==> src/rtl/matrix_row_collector.sv <==
// matrix_row_collector
//   Drives one request strobe per row to a WIDTH-bit word producer and
//   collects DEPTH returned words into a packed DEPTH x WIDTH matrix. The
//   finished matrix is presented on a valid/ready handshake. A per-request
//   timeout zero-fills the row and raises a sticky error flag if the producer
//   never answers.
//
// Ports
//   i_clk          clock, rising edge
//   i_rst          asynchronous active-low reset
//   i_start        begin a collection (honoured in IDLE only)
//   o_c            one-cycle request strobe per row
//   i_cc           word returned by the producer
//   i_cc_valid     i_cc valid this cycle (used in WAIT only)
//   o_mat          packed matrix, row k at [k*WIDTH +: WIDTH]
//   o_mat_valid    matrix complete and held stable
//   i_mat_ready    downstream accepts the matrix
//   o_busy         high while in REQ or WAIT
//   o_timeout_err  sticky, set when any row of this collection timed out
module matrix_row_collector #(
  parameter int unsigned WIDTH   = 10,
  parameter int unsigned DEPTH   = 10,
  parameter int unsigned TIMEOUT = 15
) (
  input  logic                     i_clk,
  input  logic                     i_rst,
  input  logic                     i_start,
  output logic                     o_c,
  input  logic [WIDTH-1:0]         i_cc,
  input  logic                     i_cc_valid,
  output logic [DEPTH*WIDTH-1:0]   o_mat,
  output logic                     o_mat_valid,
  input  logic                     i_mat_ready,
  output logic                     o_busy,
  output logic                     o_timeout_err
);

  localparam int unsigned IDX_W = $clog2(DEPTH);
  localparam int unsigned CNT_W = $clog2(TIMEOUT + 1);

  localparam logic [IDX_W-1:0] LAST_IDX = IDX_W'(DEPTH - 1);
  localparam logic [CNT_W-1:0] CNT_LAST = CNT_W'(TIMEOUT - 1);
  localparam logic [CNT_W-1:0] CNT_MAX  = CNT_W'(TIMEOUT);

  typedef enum logic [1:0] {
    S_IDLE,
    S_REQ,
    S_WAIT,
    S_DONE
  } state_e;

  state_e                 state_q, state_d;
  logic [IDX_W-1:0]       idx_q, idx_d;
  logic [CNT_W-1:0]       cnt_q, cnt_d;
  logic [DEPTH*WIDTH-1:0] mat_q, mat_d;
  logic                   c_q, c_d;
  logic                   valid_q, valid_d;
  logic                   busy_q, busy_d;
  logic                   err_q, err_d;

  logic                   row_wr;
  logic [WIDTH-1:0]       row_data;

  always_comb begin
    state_d  = state_q;
    idx_d    = idx_q;
    cnt_d    = cnt_q;
    mat_d    = mat_q;
    c_d      = 1'b0;
    valid_d  = valid_q;
    busy_d   = busy_q;
    err_d    = err_q;
    row_wr   = 1'b0;
    row_data = '0;

    case (state_q)
      S_IDLE: begin
        if (i_start) begin
          mat_d   = '0;
          idx_d   = '0;
          err_d   = 1'b0;
          c_d     = 1'b1;
          busy_d  = 1'b1;
          state_d = S_REQ;
        end
      end

      S_REQ: begin
        cnt_d   = '0;
        state_d = S_WAIT;
      end

      S_WAIT: begin
        // A response on the timeout cycle wins over the timeout.
        if (i_cc_valid) begin
          row_wr   = 1'b1;
          row_data = i_cc;
        end else if (cnt_q == CNT_LAST) begin
          cnt_d  = CNT_MAX;
          row_wr = 1'b1;
          err_d  = 1'b1;
        end else begin
          cnt_d = cnt_q + 1'b1;
        end

        if (row_wr) begin
          if (idx_q == LAST_IDX) begin
            valid_d = 1'b1;
            busy_d  = 1'b0;
            state_d = S_DONE;
          end else begin
            idx_d   = idx_q + 1'b1;
            c_d     = 1'b1;
            state_d = S_REQ;
          end
        end
      end

      S_DONE: begin
        if (i_mat_ready) begin
          valid_d = 1'b0;
          state_d = S_IDLE;
        end
      end

      default: state_d = S_IDLE;
    endcase

    for (int unsigned k = 0; k < DEPTH; k++) begin
      if (row_wr && (idx_q == IDX_W'(k))) begin
        mat_d[k*WIDTH +: WIDTH] = row_data;
      end
    end
  end

  always_ff @(posedge i_clk or negedge i_rst) begin
    if (!i_rst) begin
      state_q <= S_IDLE;
      idx_q   <= '0;
      cnt_q   <= '0;
      mat_q   <= '0;
      c_q     <= 1'b0;
      valid_q <= 1'b0;
      busy_q  <= 1'b0;
      err_q   <= 1'b0;
    end else begin
      state_q <= state_d;
      idx_q   <= idx_d;
      cnt_q   <= cnt_d;
      mat_q   <= mat_d;
      c_q     <= c_d;
      valid_q <= valid_d;
      busy_q  <= busy_d;
      err_q   <= err_d;
    end
  end

  assign o_c           = c_q;
  assign o_mat         = mat_q;
  assign o_mat_valid   = valid_q;
  assign o_busy        = busy_q;
  assign o_timeout_err = err_q;

endmodule
==> config.mk <==
export PLATFORM = sky130hd
export DESIGN_NAME = matrix_row_collector
export DESIGN_NICKNAME = d
export VERILOG_FILES = /design/src/rtl/matrix_row_collector.sv
export SDC_FILE = /design/constraint.sdc
export NUM_CORES = 1
export LEC_CHECK = 0
export CORE_ASPECT_RATIO = 1.1
export CORE_UTILIZATION = 45
export CTS_CLUSTER_DIAMETER = 120
export DETAILED_ROUTE_END_ITERATION = 10
export GPL_TIMING_DRIVEN = 0
export PLACE_DENSITY_LB_ADDON = 0.3
export SYNTH_ARGS = -nofsm -noshare
export SYNTH_HDL_FRONTEND = slang
export SYNTH_SLANG_ARGS = --single-unit
==> constraint.sdc <==
create_clock -name i_clk -period 2.1 [get_ports i_clk]
set_clock_uncertainty 0.15 [all_clocks]
set_input_delay 0.525 -clock i_clk [delete_from_list [all_inputs] [get_ports i_clk]]
set_output_delay 0.525 -clock i_clk [all_outputs]
set_load 0.05 [all_outputs]
# [Word-level counts from Yosys, hierarchy flattened]
# Index checks and enable logic that the tools add are counted.
[totals] word_cells=136 input_bits=15 out_inout_bits=104 reg_bits=114
[classes] eq_ne=20 mux=46 n_addsub=2 reduce_logical=51
[op_table] cell="$mux W100" count=2
[op_table] cell="$mux W10" count=12
[op_table] cell="$reduce_bool A2 Y1" count=23
[op_table] cell="$reduce_and A2 Y1" count=11
[op_table] cell="$mux W4" count=5
[op_table] cell="$eq A4 B3 Y1 const B" count=4
[op_table] cell="$mux W1" count=16
[op_table] cell="$pmux W4 S2" count=2
[op_table] cell="$reduce_and A4 Y1" count=4
[op_table] cell="$ne A2 B2 Y1 const B" count=7
[op_table] cell="$eq A4 B4 Y1 const B" count=3
[op_table] cell="$logic_and A1 B1 Y1" count=10
[op_table] cell="$add A4 B1 Y4 const B" count=2
[op_table] cell="$eq A4 B2 Y1 const B" count=2
[op_table] cell="$mux W2" count=4
[op_table] cell="$pmux W1 S2" count=4
[op_table] cell="$pmux W2 S4" count=1
[op_table] cell="$eq A2 B2 Y1 const B" count=2
[op_table] cell="$eq A4 B1 Y1 const B" count=1
[op_table] cell="$logic_not A4 Y1" count=1
[op_table] cell="$reduce_and A3 Y1" count=1
[op_table] cell="$eq A2 B1 Y1 const B" count=1
[op_table] cell="$logic_not A2 Y1" count=1

# [Logic depth before layout (Yosys ltp)]
# Gate-level depths: netlist of run 1.
[logic_depth] ltp_word=8 depth_mapped=6 mapped_depth_nobuf=5

# [Worst setup path after synthesis of run 1]
# OpenSTA, ideal clock, no wires.
[synth_timing] kind="register to register" start="reg cnt_q[0]" end="reg mat_q[60] (netlist: o_mat[60])" t_arrival_ns=1.683 synth_period_minus_slack_ns=1.966 path_buffers=1 t_required_ns=1.817 slack_ns=0.134 setup_time_ns=0.133 stages_incl_launch_ff=7 path_cell_list="dfrtp_1 -> inv_1 -> ha_1 -> a31oi_2 -> or4b_1 -> buf_4 -> mux2i_1"
[synth_between] elab_chain_cells=8 elab_cells_between_ends=10 cone_classes="eq/ne: 1; mux: 5; reduce/logical: 4"
[synth_lines] item="start: declaration" line="54" rtl="logic [CNT_W-1:0] cnt_q, cnt_d;"
[synth_lines] item="start signal: assignment" line="149" rtl="cnt_q <= cnt_d;"
[synth_lines] item="$eq A4 B4 Y1 (*)" line="98" rtl="end else if (cnt_q == CNT_LAST) begin"
[synth_lines] item="$mux W1 (*)" line="98"
[synth_lines] item="$mux W1 (*)" line="95" rtl="if (i_cc_valid) begin"
[synth_lines] item="$mux W1 (*) (2 in a row)" line="76" rtl="case (state_q)"
[synth_lines] item="$logic_and A1 B1 Y1 (*)" line="130" rtl="if (row_wr && (idx_q == IDX_W'(k))) begin"
[synth_lines] item="$reduce_bool A2 Y1 (no line)"
[synth_lines] item="$reduce_and A2 Y1 (no line)"
[synth_lines] item="end signal: assignment" line="150" rtl="mat_q <= mat_d;"
[synth_lines] item="end: declaration" line="55" rtl="logic [DEPTH*WIDTH-1:0] mat_q, mat_d;"
# Mark *: on every way between the ends. The rest lies on a longest branch, timed or not. The select of a mux whose other input is x is not followed.
# A chain may end at the register's enable or synchronous reset.

# [Worst setup path in the final report of run 1]
[layout_timing] start="reg state_q[0]" end="reg mat_q[97] (netlist: o_mat[97])"
[layout_between] elab_chain_cells=5 elab_cells_between_ends=9 cone_classes="eq/ne: 1; mux: 3; reduce/logical: 5"
[layout_lines] item="start: declaration" line="52" rtl="state_e state_q, state_d;"
[layout_lines] item="start signal: assignment" line="147" rtl="state_q <= state_d;"
[layout_lines] item="$eq A2 B2 Y1" line="76"
[layout_lines] item="$mux W1" line="76"
[layout_lines] item="$logic_and A1 B1 Y1" line="130"
[layout_lines] item="$reduce_bool A2 Y1 (no line)"
[layout_lines] item="$reduce_and A2 Y1 (no line)"
# Several ways; a longest one is shown, not always the timed one.

==> reports/qor.yml, run 1 <==
ir_drop_uv: 723
grt_pass1_vias: 4099
synthCells: 437
hpwl_microns: 9120
slowest_delay_ps: 490
arrival_ps: 2320
synth_cell_types: 39
drv_slew: 0
cp_max_fo: 10
crit_buf_inv: 1
fin_nets: 597
grt_setup_unrepaired: "yes"
path_delay_family: "simple AND/OR/NAND/NOR gates"
worstMarginPinSlew_ps: 699
hold_viol_final: 0
crit_path_top_delay_cell: "nand2_1"
drt-wirelength-per-cell_microns: 19.1
slew_headroom_pct: 53.4
route.met2.wl_microns: 6980
drcViolationCount: 0
synth_area_sq_mm: 0.00495
cp-end-kind: "flip-flop"
clkTransAtPathRegs_ps: 60
synthFlopType: "dfrtp_1"
cts_tree: "done"
run_status: "finished with violations"
die_area_sq_mm: 0.0114
overflow: 0
violations: "negative setup slack"
root_buffer: "clkbuf_16"
ctsHtreeMaxLevel: 4
wirelength_microns: 14000
setup_viol: 22
holdWs_ps: 6.80
clock_path_buffers: 2
met3_length_microns: 733
postSynthNetCount: 458
insertion_delay_ps: 410
required_ps: 2260
crit_type: "flip-flop to flip-flop"
async_flop_share_pct: 100
wl_met1_microns: 5760
syn_avg_cell_area_sq_um: 11.3
synth-seq-area-share_pct: 57.6
clock_sinks: 114
grt_pass1_wl_microns: 22000
fmax_mhz: 464
track_usage_pct: 26.3
die_w_microns: 102
power_density_mw_per_mm2: 993
ant_nets: 0
grt_max_degree: 63
numCtsBuffers: 17
rrSetupSlack_ps: -60
fin_crit_ps: 2160
synth_area_leaders: "dfrtp_1 (58%), mux2i_1 (21%), nand2_1 (8.9%)"
avgViaCountPerCell: 5.36
period_share_pct: 103
yosysTopAreaCell: "dfrtp_1"
port-buffer-count: 117
synth_enable_flop_cells: 0
rr_worst_depth: 4
top_layer_used: "met4"
core_sq_mm: 0.0105
rows: 39
yosysWarnings: 0
drive_gt1_share_pct: 11.0
syn_to_final_growth_pct: 38.6
total_power_mw: 6.81
antenna_found_initial: 0
synth_top_area_share_pct: 57.6
max-cap-violations: 0
start_util_pct: 47.0
drtIter0Drc: 207
first_pass_iters: 4
start_kind: "flip-flop"
worst_slack_ps: -56.0
hold_path.class: "primary input to asynchronous set/reset pin"
diodes: 0
pin_count: 119
vias: 3923
cts_hold_buf: 0
dieHeight_microns: 112
worstReg2RegStart: "state_q[0]"
worstPathCellList: "and3b_1 > clkbuf_1 > nand2_1 > mux2i_1"
p_leak_nw: 3.81
ys_seq_elements: 114
gp_congestion: 0.883
r2r_end: "o_mat[97]"
[state kept, by name (all words and copies together), names as in the netlist]
register       count
o_mat            100
cnt_q              4
idx_q              4
state_q            2
o_busy             1
o_c                1
o_mat_valid        1
o_timeout_err      1
[layer usage]
| layer | track usage, % | vias to the layer above |
|---|---|---|
| met5 | 0 | - |
| met4 | 13.6 | 0 |
| met3 | 7.29 | 29 |
| met2 | 42.4 | 134 |
| met1 | 32.0 | 1995 |
| li1 | - | 1765 |
[cell type report]
| type | count | area, sq um |
|---|---|---|
| plain buffers | 28 | 151 |
| clock buffers | 18 | 429 |
| clock inverters | 14 | 133 |
| fillers | 906 | 3680 |
| inverters | 8 | 30.0 |
| multi-input cells | 286 | 2000 |
| flip-flops and latches | 114 | 2850 |
| well taps | 143 | 179 |
| repair buffers | 121 | 1090 |
[cells in the mapped netlist, types with 2 or more instances]
master	number
a21oi_1	7
buf_1	2
buf_2	10
buf_4	3
clkbuf_1	14
dfrtp_1	114
ha_1	6
inv_1	8
mux2i_1	102
nand2_1	117
nand2b_1	4
nand3_1	11
nor2b_1	3
nor3_1	2
nor3b_1	3
nor4_1	3
nor4b_1	2
o21ai_0	4
or4b_1	2
[logic make-up after synthesis]
logic type / after synthesis / share of synthesized area [%]
mux: 102 / 20.6
fa+ha+maj: 6 / 1.52
compound gates: 23 / 3.08
simple gates: 155 / 13.9
buf+inv: 37 / 3.28
flops: 114 / 57.6
[power by group]
group / total [mW] / internal, mW / switching (mW)
combinational: 1.62 / 0.451 / 1.17
sequential: 2.48 / 2.34 / 0.136
clock: 2.71 / 1.64 / 1.07
total: 6.81 / 4.43 / 2.38
[placed cells by master (no fill, tap or decap), types with 4 or more instances in the layout]
cell type and n:
o21ai_0 4, buf_2 7, ha_1 5, inv_1 7
nand2_1 115, mux2i_1 102, nand2b_1 4, clkdlybuf4s50_1 12
a21oi_1 7, clkbuf_16 17, clkinvlp_4 6, dfrtp_1 113
buf_4 7, dlygate4sd2_1 104, nand3_1 11, clkbuf_1 12
[per-stage QoR]
step,std cells,cell area (sq um),setup WS [ps],setup TNS [ps],utilization (%)
detailed placement,698,6330,-623,-46680,60.0
CTS,729,6810,-20.1,-39.8,64.6
global route,732,6860,-133,-3890,65.1
finish,732,6860,-56.0,-397,65.1
global placement,697,6300,-3920,-494760,59.8
floorplan,437,4950,134,0,-
[how the worst max path moves through the flow]
stage | from | end | slack (ps) | cells after the start
final | state_q[0] | o_mat[97] | -60 | 4
after global routing | state_q[0] | o_mat[3] | -130 | 4
after CTS | state_q[0] | o_mat[96] | -20 | 4
after detailed placement | i_start | o_mat[9] | -620 | 7
after global placement | i_rst | o_mat[45] | -3920 | 1
after floorplan | cnt_q[0] | o_mat[60] | 130 | 6
[what timing repair did]
action / CTS / global route
buffers inserted: 0 / 3
pin swaps: 0 / 1
gates resized for setup: 117 / 11
setup endpoints to repair: 171 / 77
Note: power is estimated with default switching activity, not from simulation.
==> inputs of run 2 (changes only) <==
--- a/config.mk
+++ b/config.mk
@@ -5,8 +5,9 @@
 export SDC_FILE = /design/constraint.sdc
 export NUM_CORES = 1
 export LEC_CHECK = 0
+export ABC_AREA = 1
 export CORE_ASPECT_RATIO = 1.1
-export CORE_UTILIZATION = 45
+export CORE_UTILIZATION = 46
 export CTS_CLUSTER_DIAMETER = 120
 export DETAILED_ROUTE_END_ITERATION = 10
 export GPL_TIMING_DRIVEN = 0
==> run 2 against run 1 <==
The flow now finishes without violations. Count of clock-buffer cells in the layout increased by 3. Critical path type is now primary input to flip-flop. Worst setup slack better by 130 ps. Routed wire length rose by 18%. Largest power group unchanged. Clock power up 21%. Critical path depth grew 2. Die area increased by 7.9%. Largest cell class unchanged.
==> reports/qor.yml, run 2 <==
insertion_delay_ps: 410  # about the same
path_delay_family: "buffers and inverters"
grt_setup_unrepaired: "no"
hp-start: "o_mat[33]"
die_w_microns: 106  # +3.9%
place_area_sq_mm: 0.00686  # +8.4%
total_power_mw: 7.91  # +16%
synth_area_leaders: "dfrtp_1 (52%), nand4_1 (12%), nand3_1 (10%)"
avgViaCountPerCell: 5.81  # +8.5%
fmax_mhz: 494  # +6.6%
vias: 5208  # +33%
synth_cell_types: 27  # -31%
layout_common_cells: "nand2_1 (133), dfrtp_1 (114), nand3_1 (113)"
pin_count: 119  # unchanged
post-route-util_pct: 64.3  # -0.84 points
hpwl_microns: 10900  # +19%
clock_path_buffers: 2  # unchanged
dieHeight_microns: 116  # +3.9%
yosys-top-cells-count: "nand2_1 (133), dfrtp_1 (114), nand3_1 (113)"
yosysTopAreaCell: "dfrtp_1"
synth_area_sq_mm: 0.00547  # +10%
rows: 41  # +5.1%
setup_tns_ps: 0  # +397 ps
first_pass_iters: 7  # +3
period_share_pct: 96.3  # -6.4 points
grt_pass1_wl_microns: 25500  # +16%
max-cap-violations: 0  # unchanged
core_sq_mm: 0.0115  # +9.5%
async_flop_share_pct: 100  # unchanged
gp_congestion: 0.922  # +4.5%
run_status: "completed"
synth.most_common_cell: "nand2_1"
track_usage_pct: 27.5  # +1.2 points
root_buffer: "clkbuf_16"
cts_setup_buffers: 0  # unchanged
grt_pass1_vias: 4888  # +19%
numCtsBuffers: 17  # unchanged
start_kind: "primary input"
dp_cells: 863  # +24%
postSynthNetCount: 615  # +34%
hold_path.class: "flip-flop to flip-flop"
p_leak_nw: 4.21  # +11%
final_area_sq_mm: 0.00742  # +8.1%
cts_tree: "done"
synthFlopType: "dfrtp_1"
drcViolationCount: 0  # unchanged
cp_max_fo: 10  # unchanged
crit_buf_inv: 3  # +2
synth_enable_flop_cells: 0  # unchanged
drt-wirelength-per-cell_microns: 18.5  # -3.4%
crit_type: "primary input to flip-flop"
clkTransAtPathRegs_ps: 50  # about the same
largest_reg_flops: 100  # unchanged
required_ps: 2240  # -20 ps
drive_gt1_share_pct: 12.5  # +1.4 points
synthCells: 594  # +36%
final_cells: 896  # +22%
cpMostUsedCell: "nand2_1"
arrival_ps: 2170  # -150 ps
cp-end-kind: "flip-flop"
worstReg2RegStart: "idx_q[1]"
grt_max_degree: 75  # +19%
place_ws_ps: -254  # +369 ps
wirelength_microns: 16500  # +18%
overflow: 0  # unchanged
crit_path_top_delay_cell: "clkinv_1"
ir_drop_uv: 502  # -31%
ys_seq_elements: 114  # unchanged
fin_nets: 754  # +26%
antenna_found_initial: 0  # unchanged
slew_headroom_pct: 61.7  # +8.3 points
holdWs_ps: 343  # +336 ps
hold_viol_final: 0  # unchanged
syn_to_final_growth_pct: 35.7
power_density_mw_per_mm2: 1070  # +7.4%
diodes: 0  # unchanged
start_util_pct: 47.4  # +0.39 points
die_area_sq_mm: 0.0123  # +7.9%
worstMarginPinSlew_ps: 571  # -128 ps
final_common_cell: "nand2_1"
worstPathCellList: "clkdlybuf4s50_1 > clkbuf_1 > nand2_1 > clkinv_1 > nand4_1 > nand2_1"
syn_avg_cell_area_sq_um: 9.20  # -19%
drtIter0Drc: 362  # +75%
synth-seq-area-share_pct: 52.2  # -5.4 points
fin_crit_ps: 2020  # -134 ps
synth_top_area_share_pct: 52.2  # -5.4 points
ctsHtreeMaxLevel: 4  # unchanged
worst_slack_ps: 77.6  # +134 ps
cp-startpoint: "i_cc_valid"
yosysWarnings: 0  # unchanged
drv_slew: 0  # unchanged
port-buffer-count: 118  # +0.85%
clock_sinks: 114  # unchanged
ant_nets: 0  # unchanged
slowest_delay_ps: 460  # -30 ps
setup_viol: 0  # -100%
## run 2: changes by cell type after synthesis, sizes merged, moves of 10 or more
cell / before / now
nand3: 11 / 124
inv: 8 / 21
clkinv: 0 / 10
clkbuf: 14 / 1
nand4: 1 / 101
nand2: 117 / 137
buf: 15 / 46
mux2i: 102 / 0
nor2: 1 / 23
## run 2: cells by family (layout without fill, tap and decap cells)
kind of cell,Yosys count,count (layout),synth area share (%)
AND/OR/NAND/NOR,386,386,36.6
flip-flops,114,114,52.2
buffers and inverters,78,230,8.74
adder cells (fa/ha/maj),6,6,1.37
AO/OA/AOI/OAI,10,10,1.08
## run 2: path summary, 6_finish.rpt
check | to | slack [ps] | cells after the start
setup / recovery | o_mat[55] | 80 | 6
hold / removal | o_mat[33] | 340 | 2
setup reg to reg | o_mat[95] | 270 | 7
hold reg to reg | o_mat[33] | 340 | 2
max in group asynchronous | o_mat[95] | 560 | 3
min in group asynchronous | cnt_q[2] | 480 | 2
## run 2: per-layer routing
layer	share of wire [%]	track usage, %	up-vias	wire [microns]
met2	49	46.1	245	8180
li1	-	-	2359	-
met5	0	0	-	0
met3	7.2	6.42	48	1200
met1	40	33.8	2556	6550
met4	3.7	13.4	0	612
## run 2: tightest hold or removal path, stage by stage (launching register included)
cell and delay [ps]:
dfrtp_1 330, nand3_1 70, nand2_1 50
## run 2: layout make-up
type,count,area [sq um]
well taps,150,188
repair buffers,120,1090
clock inverters,11,205
fillers,974,4130
flip-flops and latches,114,2850
multi-input cells,402,2140
inverters,31,116
clock buffers,21,470
plain buffers,47,362
## run 2: power breakdown
part	switching, mW	total (mW)	leakage [nW]	internal [mW]
logic	1.60	2.12	2.29	0.521
registers	0.132	2.50	1.58	2.37
clock network	0.984	3.29	0.337	2.31
## run 2: timing repair
item | in CTS | in global routing
hold buffers | 1 | 0
hold endpoints to repair | 40 | 0
endpoints found under the setup margin | 104 | 0
resized for setup | 104 | 0
==> inputs of run 3 (changes only) <==
--- a/config.mk
+++ b/config.mk
@@ -9,6 +9,7 @@
 export CORE_ASPECT_RATIO = 1.1
 export CORE_UTILIZATION = 46
 export CTS_CLUSTER_DIAMETER = 120
+export CTS_CLUSTER_SIZE = 20
 export DETAILED_ROUTE_END_ITERATION = 10
 export GPL_TIMING_DRIVEN = 0
 export PLACE_DENSITY_LB_ADDON = 0.3
==> results of run 3 <==
The final DEF is identical to that of run 2; final timing and power are the same.
